`config.mk`:
```
export PLATFORM = sky130hd
export DESIGN_NAME = updown_load_counter
export DESIGN_NICKNAME = d
export VERILOG_FILES = /design/src/rtl/updown_load_counter_pkg.sv /design/src/rtl/updown_load_counter_sync2.sv /design/src/rtl/updown_load_counter.sv
export SDC_FILE = /design/constraint.sdc
export NUM_CORES = 1
export LEC_CHECK = 0
export CORE_MARGIN = 3
export CORE_UTILIZATION = 43
export CTS_CLUSTER_DIAMETER = 200
export CTS_CLUSTER_SIZE = 8
export DETAILED_ROUTE_END_ITERATION = 12
export PLACE_DENSITY = 0.75
export SYNTH_ARGS = -nofsm -noshare
export SYNTH_HDL_FRONTEND = slang
export SYNTH_SLANG_ARGS = --single-unit
```
`constraint.sdc`:
```
create_clock -name clk -period 4.6 [get_ports clk]
set_input_delay 0.69 -clock clk [delete_from_list [all_inputs] [get_ports clk]]
set_output_delay 0.69 -clock clk [all_outputs]
set_load 0.02 [all_outputs]
```
`src/rtl/updown_load_counter_pkg.sv`:
```
// counter_pkg: shared FSM state type and counter-width helper for updown_load_counter
package counter_pkg;
  typedef enum logic [1:0] {DRIVE, RELEASE, CAPTURE} load_state_t;
  function automatic int cnt_w(input int n);
    return (n < 2) ? 1 : $clog2(n);
  endfunction
endpackage

```
`src/rtl/updown_load_counter_sync2.sv`:
```
// sync2: two-flop synchroniser exposing both stages so the parent can edge-detect
module sync2 (
  input  logic clk,
  input  logic rst,
  input  logic i_d,
  output logic o_s1,
  output logic o_s2
);
  logic r_s1, r_s2;
  always_ff @(posedge clk) begin
    if (rst) begin
      r_s1 <= 1'b0;
      r_s2 <= 1'b0;
    end else begin
      r_s1 <= i_d;
      r_s2 <= r_s1;
    end
  end
  assign o_s1 = r_s1;
  assign o_s2 = r_s2;
endmodule

```
`src/rtl/updown_load_counter.sv`:
```
// updown_load_counter: prescaled up/down modulo counter loaded over a turnaround bus
module updown_load_counter
  import counter_pkg::*;
#(
  parameter int WIDTH         = 8,
  parameter int MODULO        = 2**WIDTH,
  parameter int PRESCALE      = 1,
  parameter int TURN_CYCLES   = 1,
  parameter bit SATURATE      = 1'b0,
  parameter bit DEFAULT_EN    = 1'b1,
  parameter bit DEFAULT_DRIVE = 1'b1
) (
  input  logic             clk,
  input  logic             rst,
  input  logic             en,
  input  logic             up_dn,
  input  logic             load_req,
  input  logic             oe_req,
  input  logic [WIDTH-1:0] bus_in,
  output logic [WIDTH-1:0] bus_out,
  output logic [WIDTH-1:0] bus_oe,
  output logic [WIDTH-1:0] count,
  output logic             tc,
  output logic             busy
);
  localparam int PW = cnt_w(PRESCALE);
  localparam int RW = cnt_w(TURN_CYCLES);
  localparam logic [WIDTH-1:0] MAX  = WIDTH'(MODULO - 1);
  localparam logic [PW-1:0]    PMAX = PW'(PRESCALE - 1);
  localparam logic [RW-1:0]    RMAX = RW'(TURN_CYCLES - 1);
  logic             w_en_s, w_up_s, w_oe_s, w_ld_s1, w_ld_s2;
  logic [2:0]       w_unused_s1;
  logic             w_ld_edge, w_run, w_step, w_hit, w_at_max, w_at_min;
  logic [WIDTH-1:0] w_next, w_clamp;
  load_state_t      r_state;
  logic [RW-1:0]    r_rel;
  logic [PW-1:0]    r_pre;
  logic [WIDTH-1:0] r_count;
  logic             r_tc;
  sync2 u_sync_en (.clk(clk), .rst(rst), .i_d(en),       .o_s1(w_unused_s1[0]), .o_s2(w_en_s));
  sync2 u_sync_up (.clk(clk), .rst(rst), .i_d(up_dn),    .o_s1(w_unused_s1[1]), .o_s2(w_up_s));
  sync2 u_sync_oe (.clk(clk), .rst(rst), .i_d(oe_req),   .o_s1(w_unused_s1[2]), .o_s2(w_oe_s));
  sync2 u_sync_ld (.clk(clk), .rst(rst), .i_d(load_req), .o_s1(w_ld_s1),        .o_s2(w_ld_s2));
  always_comb begin
    w_ld_edge = w_ld_s1 & ~w_ld_s2;
    w_run     = (r_state == DRIVE) & (DEFAULT_EN | w_en_s);
    w_step    = w_run & (r_pre == PMAX);
    w_at_max  = r_count == MAX;
    w_at_min  = r_count == '0;
    w_next    = w_up_s ? (w_at_max ? (SATURATE ? r_count : '0) : r_count + WIDTH'(1))
                       : (w_at_min ? (SATURATE ? r_count : MAX) : r_count - WIDTH'(1));
    // saturating mode pulses on arrival at a limit, wrapping mode on the wrap itself
    w_hit     = SATURATE ? (w_up_s ? r_count == MAX - WIDTH'(1) : r_count == WIDTH'(1))
                         : (w_up_s ? w_at_max : w_at_min);
    w_clamp   = (bus_in > MAX) ? MAX : bus_in;
  end
  always_ff @(posedge clk) begin
    if (rst) begin
      r_state <= DRIVE;
      r_rel   <= '0;
      r_pre   <= '0;
      r_count <= '0;
      r_tc    <= 1'b0;
    end else begin
      r_tc <= w_step & w_hit;
      if (w_run) r_pre <= (r_pre == PMAX) ? '0 : r_pre + PW'(1);
      if (w_step) r_count <= w_next;
      case (r_state)
        DRIVE: if (w_ld_edge) begin
          r_state <= RELEASE;
          r_rel   <= '0;
        end
        RELEASE: if (r_rel == RMAX) r_state <= CAPTURE;
                 else r_rel <= r_rel + RW'(1);
        CAPTURE: begin
          r_count <= w_clamp;
          r_pre   <= '0;
          r_state <= DRIVE;
        end
        default: r_state <= DRIVE;
      endcase
    end
  end
  assign count   = r_count;
  assign bus_out = r_count;
  assign bus_oe  = {WIDTH{(r_state == DRIVE) & (DEFAULT_DRIVE | w_oe_s)}};
  assign busy    = r_state != DRIVE;
  assign tc      = r_tc;
endmodule

```
# Word-level counts from Yosys, hierarchy flattened
# Cells that the tools add are included.
dict set report word_totals {
  reg_bits 17
  input_bits 14
  word_cells 46
}
dict set report classes {
  muxes 14
  eq_ne 5
  add_sub_neg 4
  n_reduce_logical 8
  magnitude_cmp 1
  bitwise_logic 5
}
# op n
set op_table {}
lappend op_table {{2-to-1 mux 8 bit} 6}
lappend op_table {{adder 8 x 1 -> 8 bit (second input constant)} 1}
lappend op_table {{== test 8 bit (second input constant)} 1}
lappend op_table {{greater-than comparator 8 bit (second input constant)} 1}
lappend op_table {{zero test 8 bit} 1}
lappend op_table {{subtractor 8 x 1 -> 8 bit (second input constant)} 1}
lappend op_table {{nonzero test 2 bit} 3}
lappend op_table {{2-to-1 mux 1 bit} 4}
lappend op_table {{2-to-1 mux 2 bit} 2}
lappend op_table {{inequality test 2 bit (second input constant)} 2}
lappend op_table {{case mux 2 bit (2 select lines)} 1}
lappend op_table {{AND reduction 2 bit} 2}
lappend op_table {{AND 1 bit} 3}
lappend op_table {{adder 1 bit (second input constant)} 2}
lappend op_table {{== test 2 x 1 -> 1 bit (second input constant)} 1}
lappend op_table {{== test 2 bit (second input constant)} 1}
lappend op_table {{zero test 2 bit} 1}
lappend op_table {{inverter 1 bit} 2}
lappend op_table {{case mux 1 bit (2 select lines)} 1}
lappend op_table {{OR reduction 2 bit} 1}

# Depth between registers and ports, before layout
dict set report logic_depth {
  word_depth 5
  depth_mapped 6
}

# Cells and area by module
# Synthesis repeated with hierarchy kept, for this count alone.
dict set report hier_totals {
  hier_cells 135
  area_unflattened_um2 1084.8
}
# mod seq_area_each_um2 instances cells_per_inst area_each_um2
set by_module_without_submodules {}
lappend by_module_without_submodules {updown_load_counter 220.2 1 127 979.7}
lappend by_module_without_submodules {sync2 40.0 2 4 52.6}

# Least setup slack after synthesis
# Ideal clock, no wire load.
dict set report synth_timing {
  path_type {reg-to-output}
  from {reg r_state[0]}
  to {out bus_oe[0]}
  path_slack_ps 2866
  arrival_ps 1044
  n_path_buf 2
  stages_incl_launch_ff 5
  t_required_ps 3910
  cell_sequence {dfxtp_1 or2_1 buf_6 inv_1 buf_4}
}
dict set report synth_via {
  elab_chain_len 1
}
# item line_no
set synth_rtl {}
lappend synth_rtl {{from (decl)} updown_load_counter.sv:35} ;# load_state_t r_state;
lappend synth_rtl {{from (signal assigned)} updown_load_counter.sv:59} ;# r_state <= DRIVE;
lappend synth_rtl {{from (signal assigned)} updown_load_counter.sv:70} ;# r_state <= RELEASE;
lappend synth_rtl {{from (signal assigned)} updown_load_counter.sv:73} ;# RELEASE: if (r_rel == RMAX) r_state <= CAPTURE;
lappend synth_rtl {{zero test 2 bit} n/a}
lappend synth_rtl {{to (decl)} updown_load_counter.sv:21} ;# output logic [WIDTH-1:0] bus_oe,
# Every way passes these cells.

# Worst setup path in the final report
dict set report layout_timing {
  from {reg r_state[0]}
  to {out bus_oe[6]}
}
dict set report layout_via {
  elab_chain_len 1
}
# item line_no
set layout_rtl {}
lappend layout_rtl {{zero test 2 bit} updown_load_counter.sv:86} ;# assign bus_oe = {WIDTH{(r_state == DRIVE) & (DEFAULT_DRIVE | w_oe_s)}};
# Every way passes these cells.

==> summary.txt <==
Detailed routing
  – Post-Route M1 WL: 1150 um
  – Vias: 1087
  – Remaining antenna violation count after routing: 0
  – Total detailed-routing wirelength: 2730 um
  – Routed vias/inst: 5.84
  – DR top layer: met4
  – Count of routing violations after the opening detailed-route iteration: 57
  – Met3 routed WL: 196 um
  – Drt first pass iters: 4
  – Sum of met2 wire segment lengths after detailed routing: about 1300 um
  – Final routed DRC violation total: 0
  – Post-detailed-route wirelength per cell: 14.7 um

CTS
  – Hold Buf Count CTS: 0
  – Postcts setup bufs: 0
  – Clock tree sinks: 15
  – Clock-pin slew reported for the worst setup and hold paths after clock tree synthesis: 100 ps
  – Clk root buf: sky130_fd_sc_hd__clkbuf_4
  – Inserted Clock Buffers: 3
  – Cells resized by post-CTS repair: 0
  – Number of H-tree branching levels: 1
  – Clk Latency, worst-skew pair: 290 ps
  – Clock tree from TritonCTS: built
  – Buffer depth of the longest clock path: 2

Timing
  – Final Hold Vio Count: 0
  – Unrepaired setup endpoints after global routing: false
  – Post-route clock skew: 6.40 ps
  – Final setup viols: 0
  – Final critical path time including I/O delays and setup: around 2800 ps
  – Worst slew slack as a fraction of its limit: 60.1%
  – Final cycle utilization of the critical path: 61.2%
  – Total Neg Setup Slack: 0 ps
  – Slew Limit Fails: 0
  – Achievable clock frequency: ~350 MHz
  – Actual slew at the worst max-slew pin: between 500 and 600 ps

Critical path
  – Data arrival, critical path: 2130 ps
  – Internal reg-to-reg setup slack: 2770 ps
  – Setup CP Type: reg -> out
  – R2R Path End: bus_out[3]$_SDFFE_PP0P_
  – Number of cell instances on the worst register-to-register path: 5
  – Reg-to-Reg Start: bus_out[0]$_SDFFE_PP0P_
  – Nature of the critical path startpoint: flip-flop
  – Worst Path Max Fanout: 16
  – Crit. End Element: primary output
  – WP data required: 3910 ps

Yosys
  – Number of library cell types mapped by synthesis: 44
  – Avg Cell Area, Syn: a little over 8 um2
  – Main synth FF type: sky130_fd_sc_hd__dfxtp_1
  – Number of flops mapped to enable cells by yosys: 0
  – Fraction of registers with async set or reset after synthesis: 0%
  – Fraction of the mapped netlist area in simple logic gates: 25.2%
  – Cell count after synthesis: 140
  – Area share of fa/ha/maj cells after synthesis: 3.26%
  – Number of nets produced by synthesis: 157
  – Multiplexer share of the synthesized area: 0%
  – Part of the Yosys area used for sequential elements: 26.1%
  – Post-synthesis compound-gate area fraction: between 20% and 30%
  – Largest family of logic cells by synthesized area: simple AND/OR/NAND/NOR gates
  – Total of warnings raised by yosys: 0
  – Mapped Area: ~0.0012 mm2
  – Post-synthesis register bit count: 15
  – Parity-gate share of the synthesized area counting xor and xnor cells: between 4 and 5%

Power
  – Fraction of power consumed by combinational cells: between 50% and 60%
  – Int Pwr: 437 uW
  – Sequential Power Share: 33.2%
  – Relative contribution of the clock network to total power: 9.8%
  – Worst VDD drop: 0.000393 V
  – Net switching component of the power: 375 uW
  – Lkg Pwr: 0.527 nW
  – Net Sw Frac: a little under half
  – Power density normalized to cell area: approximately 570 mW/mm2

Placed design
  – Count of buffers inserted at the top-level ports: 37
  – Number of cells in the design after placement: approximately 180
  – Final Wtd Congestion: 0.865
  – Hpwl dp: between 1500 and 2000 um

Floorplan
  – Initial standard-cell utilization of the core: 45.6%
  – Placeable core region: ~0.0025 mm2
  – Die span in x: 57.7 um
  – Die height: around 58 um
  – Number of core rows: 18
  – Total Die Area: 0.00333 mm2
  – Ports: 40

Global routing
  – Via count of the first global-routing pass: 1023
  – Wire length of the first global-routing pass: 4710 um
  – Pin count of the biggest net entering global routing: 18
  – Initial antenna violation count: 0
  – Global route total overflow: 0
  – Aggregate global-route resource usage: 17.9%

Cells and area
  – ANT cells: 0
  – Net count of the finished layout: 174
  – Area growth syn-to-layout: 23.3%
  – Share of final-layout standard cells stronger than drive strength 1: 8.97%
  – Number of non-filler instances in the completed layout: 186

Flow run
  – Number of violations of the max-capacitance limit: 0

Worst hold path
  – Startpoint of the tightest hold check path: u_sync_ld.o_s2$_SDFF_PP0_
  – Worst hold path stage count: 1
  – Worst hold path type: reg -> reg
  – Hold endpoint: r_state[0]$_SDFFE_PP0P_

Run status
  – Status: finished clean
-- power by group through the flow --
stage | logic, mW | registers, mW | clock network (mW)
global route | 0.505 | 0.283 | 0.0886
floorplan | 0.354 | 0.250 | 0
global placement | 0.456 | 0.268 | 0
detailed placement | 0.464 | 0.273 | 0
CTS | 0.466 | 0.270 | 0.0811
finish | 0.463 | 0.270 | 0.0797
-- cell usage in the layout (no fill, tap or decap), types with 2 or more instances in the layout --
cell type                         instances
sky130_fd_sc_hd__clkdlybuf4s50_1         37
sky130_fd_sc_hd__dfxtp_1                 15
sky130_fd_sc_hd__nor2_1                  11
sky130_fd_sc_hd__inv_1                    7
sky130_fd_sc_hd__a22oi_1                  7
sky130_fd_sc_hd__nand3_1                  6
sky130_fd_sc_hd__nor2b_1                  6
sky130_fd_sc_hd__nor3b_1                  5
sky130_fd_sc_hd__o21ai_0                  4
sky130_fd_sc_hd__nor3_1                   4
sky130_fd_sc_hd__a21oi_1                  4
sky130_fd_sc_hd__xnor2_1                  3
sky130_fd_sc_hd__xor2_1                   3
sky130_fd_sc_hd__a211o_1                  3
sky130_fd_sc_hd__ha_1                     3
sky130_fd_sc_hd__clkbuf_4                 3
sky130_fd_sc_hd__nand2_1                  2
sky130_fd_sc_hd__a31o_2                   2
sky130_fd_sc_hd__and2_1                   2
sky130_fd_sc_hd__o21a_1                   2
sky130_fd_sc_hd__and3_2                   2
sky130_fd_sc_hd__o2111ai_1                2
sky130_fd_sc_hd__and3_1                   2
sky130_fd_sc_hd__a211oi_1                 2
-- cell families (layout without fill, tap and decap cells) --
kind of cell,after synthesis,after routing
simple gates,48,48
compound gates,36,36
buf+inv,32,48
flops,15,15
xor+xnor,6,6
fa+ha+maj,3,3
-- per-stage QoR --
stage / power [mW] / setup slack [ps] / area [um2] / utilization (%) / hold WS (ps)
2_1_floorplan: 0.604 / 2870 / 1150 / - / 373
3_3_place_gp: 0.724 / 2130 / 1390 / 55.2 / 377
3_5_place_dp: 0.737 / 2080 / 1390 / 55.2 / 393
4_1_cts: 0.817 / 1750 / 1420 / 56.3 / 407
5_1_grt: 0.877 / 1630 / 1420 / 56.3 / 414
6_report: 0.813 / 1780 / 1420 / 56.3 / 403
-- sequential cells by signal, summed over array words and instances (netlist names) --
| register | flops |
|---|---|
| u_sync_ld.o_s1 | 1 |
| tc | 1 |
| u_sync_up.o_s2 | 1 |
| u_sync_up.o_s1 | 1 |
| bus_out | 8 |
| u_sync_ld.o_s2 | 1 |
| r_state | 2 |
-- worst max path at each step --
stage | startpoint | end | slack, ps | cells after the start
after global placement | r_state[0]$_SDFFE_PP0P_ | bus_oe[0] | 2130 | 3
after global routing | r_state[0]$_SDFFE_PP0P_ | bus_oe[6] | 1630 | 3
after CTS | r_state[0]$_SDFFE_PP0P_ | bus_oe[1] | 1750 | 3
after floorplan | r_state[0]$_SDFFE_PP0P_ | bus_oe[0] | 2870 | 4
final | r_state[0]$_SDFFE_PP0P_ | bus_oe[6] | 1780 | 3
after detailed placement | r_state[0]$_SDFFE_PP0P_ | bus_oe[1] | 2080 | 3
-- Yosys cell counts (2+ instances only) --
master / number / area share (%)
sky130_fd_sc_hd__a31o_2: 2 / 1.5
sky130_fd_sc_hd__nor2_1: 11 / 3.6
sky130_fd_sc_hd__buf_4: 17 / 11
sky130_fd_sc_hd__xnor2_1: 3 / 2.3
sky130_fd_sc_hd__a211oi_1: 2 / 1.3
sky130_fd_sc_hd__o21a_1: 2 / 1.3
sky130_fd_sc_hd__nor3b_1: 5 / 3.3
sky130_fd_sc_hd__nand2_1: 2 / 0.65
sky130_fd_sc_hd__o2111ai_1: 2 / 1.5
sky130_fd_sc_hd__a211o_1: 3 / 2.3
sky130_fd_sc_hd__o21ai_0: 4 / 1.7
sky130_fd_sc_hd__and3_2: 2 / 1.3
sky130_fd_sc_hd__dfxtp_1: 15 / 26
sky130_fd_sc_hd__clkbuf_1: 5 / 1.6
sky130_fd_sc_hd__nor3_1: 4 / 1.7
sky130_fd_sc_hd__and3_1: 2 / 1.1
sky130_fd_sc_hd__ha_1: 3 / 3.3
sky130_fd_sc_hd__nand3_1: 6 / 2.6
sky130_fd_sc_hd__inv_1: 7 / 2.3
sky130_fd_sc_hd__a22oi_1: 7 / 4.6
sky130_fd_sc_hd__and2_1: 2 / 1.1
sky130_fd_sc_hd__nor2b_1: 6 / 3.3
sky130_fd_sc_hd__buf_2: 2 / 0.87
sky130_fd_sc_hd__a21oi_1: 4 / 1.7
sky130_fd_sc_hd__xor2_1: 3 / 2.3
-- per-layer routing --
layer / track usage (%) / up-vias
li1: - / 523
met1: 23.2 / 510
met2: 30.0 / 48
met3: 3.34 / 6
met4: 5.63 / 0
met5: 0 / -
-- area by class of cell --
class                   instances  area [um2]
clock inverters                 1        5.00
clock buffers                   3        22.5
inverters                       7        26.3
flip-flops and latches         15         300
repair buffers                 37         370
fillers                       238        1100
well taps                      30        37.5
multi-input cells              93         657
-- critical path, stage by stage, from the launching register on --
cell and delay, ps:
sky130_fd_sc_hd__dfxtp_1 650, sky130_fd_sc_hd__or2_1 380, sky130_fd_sc_hd__inv_1 210, sky130_fd_sc_hd__clkdlybuf4s50_1 590
Power figures use the tool's default switching activity.
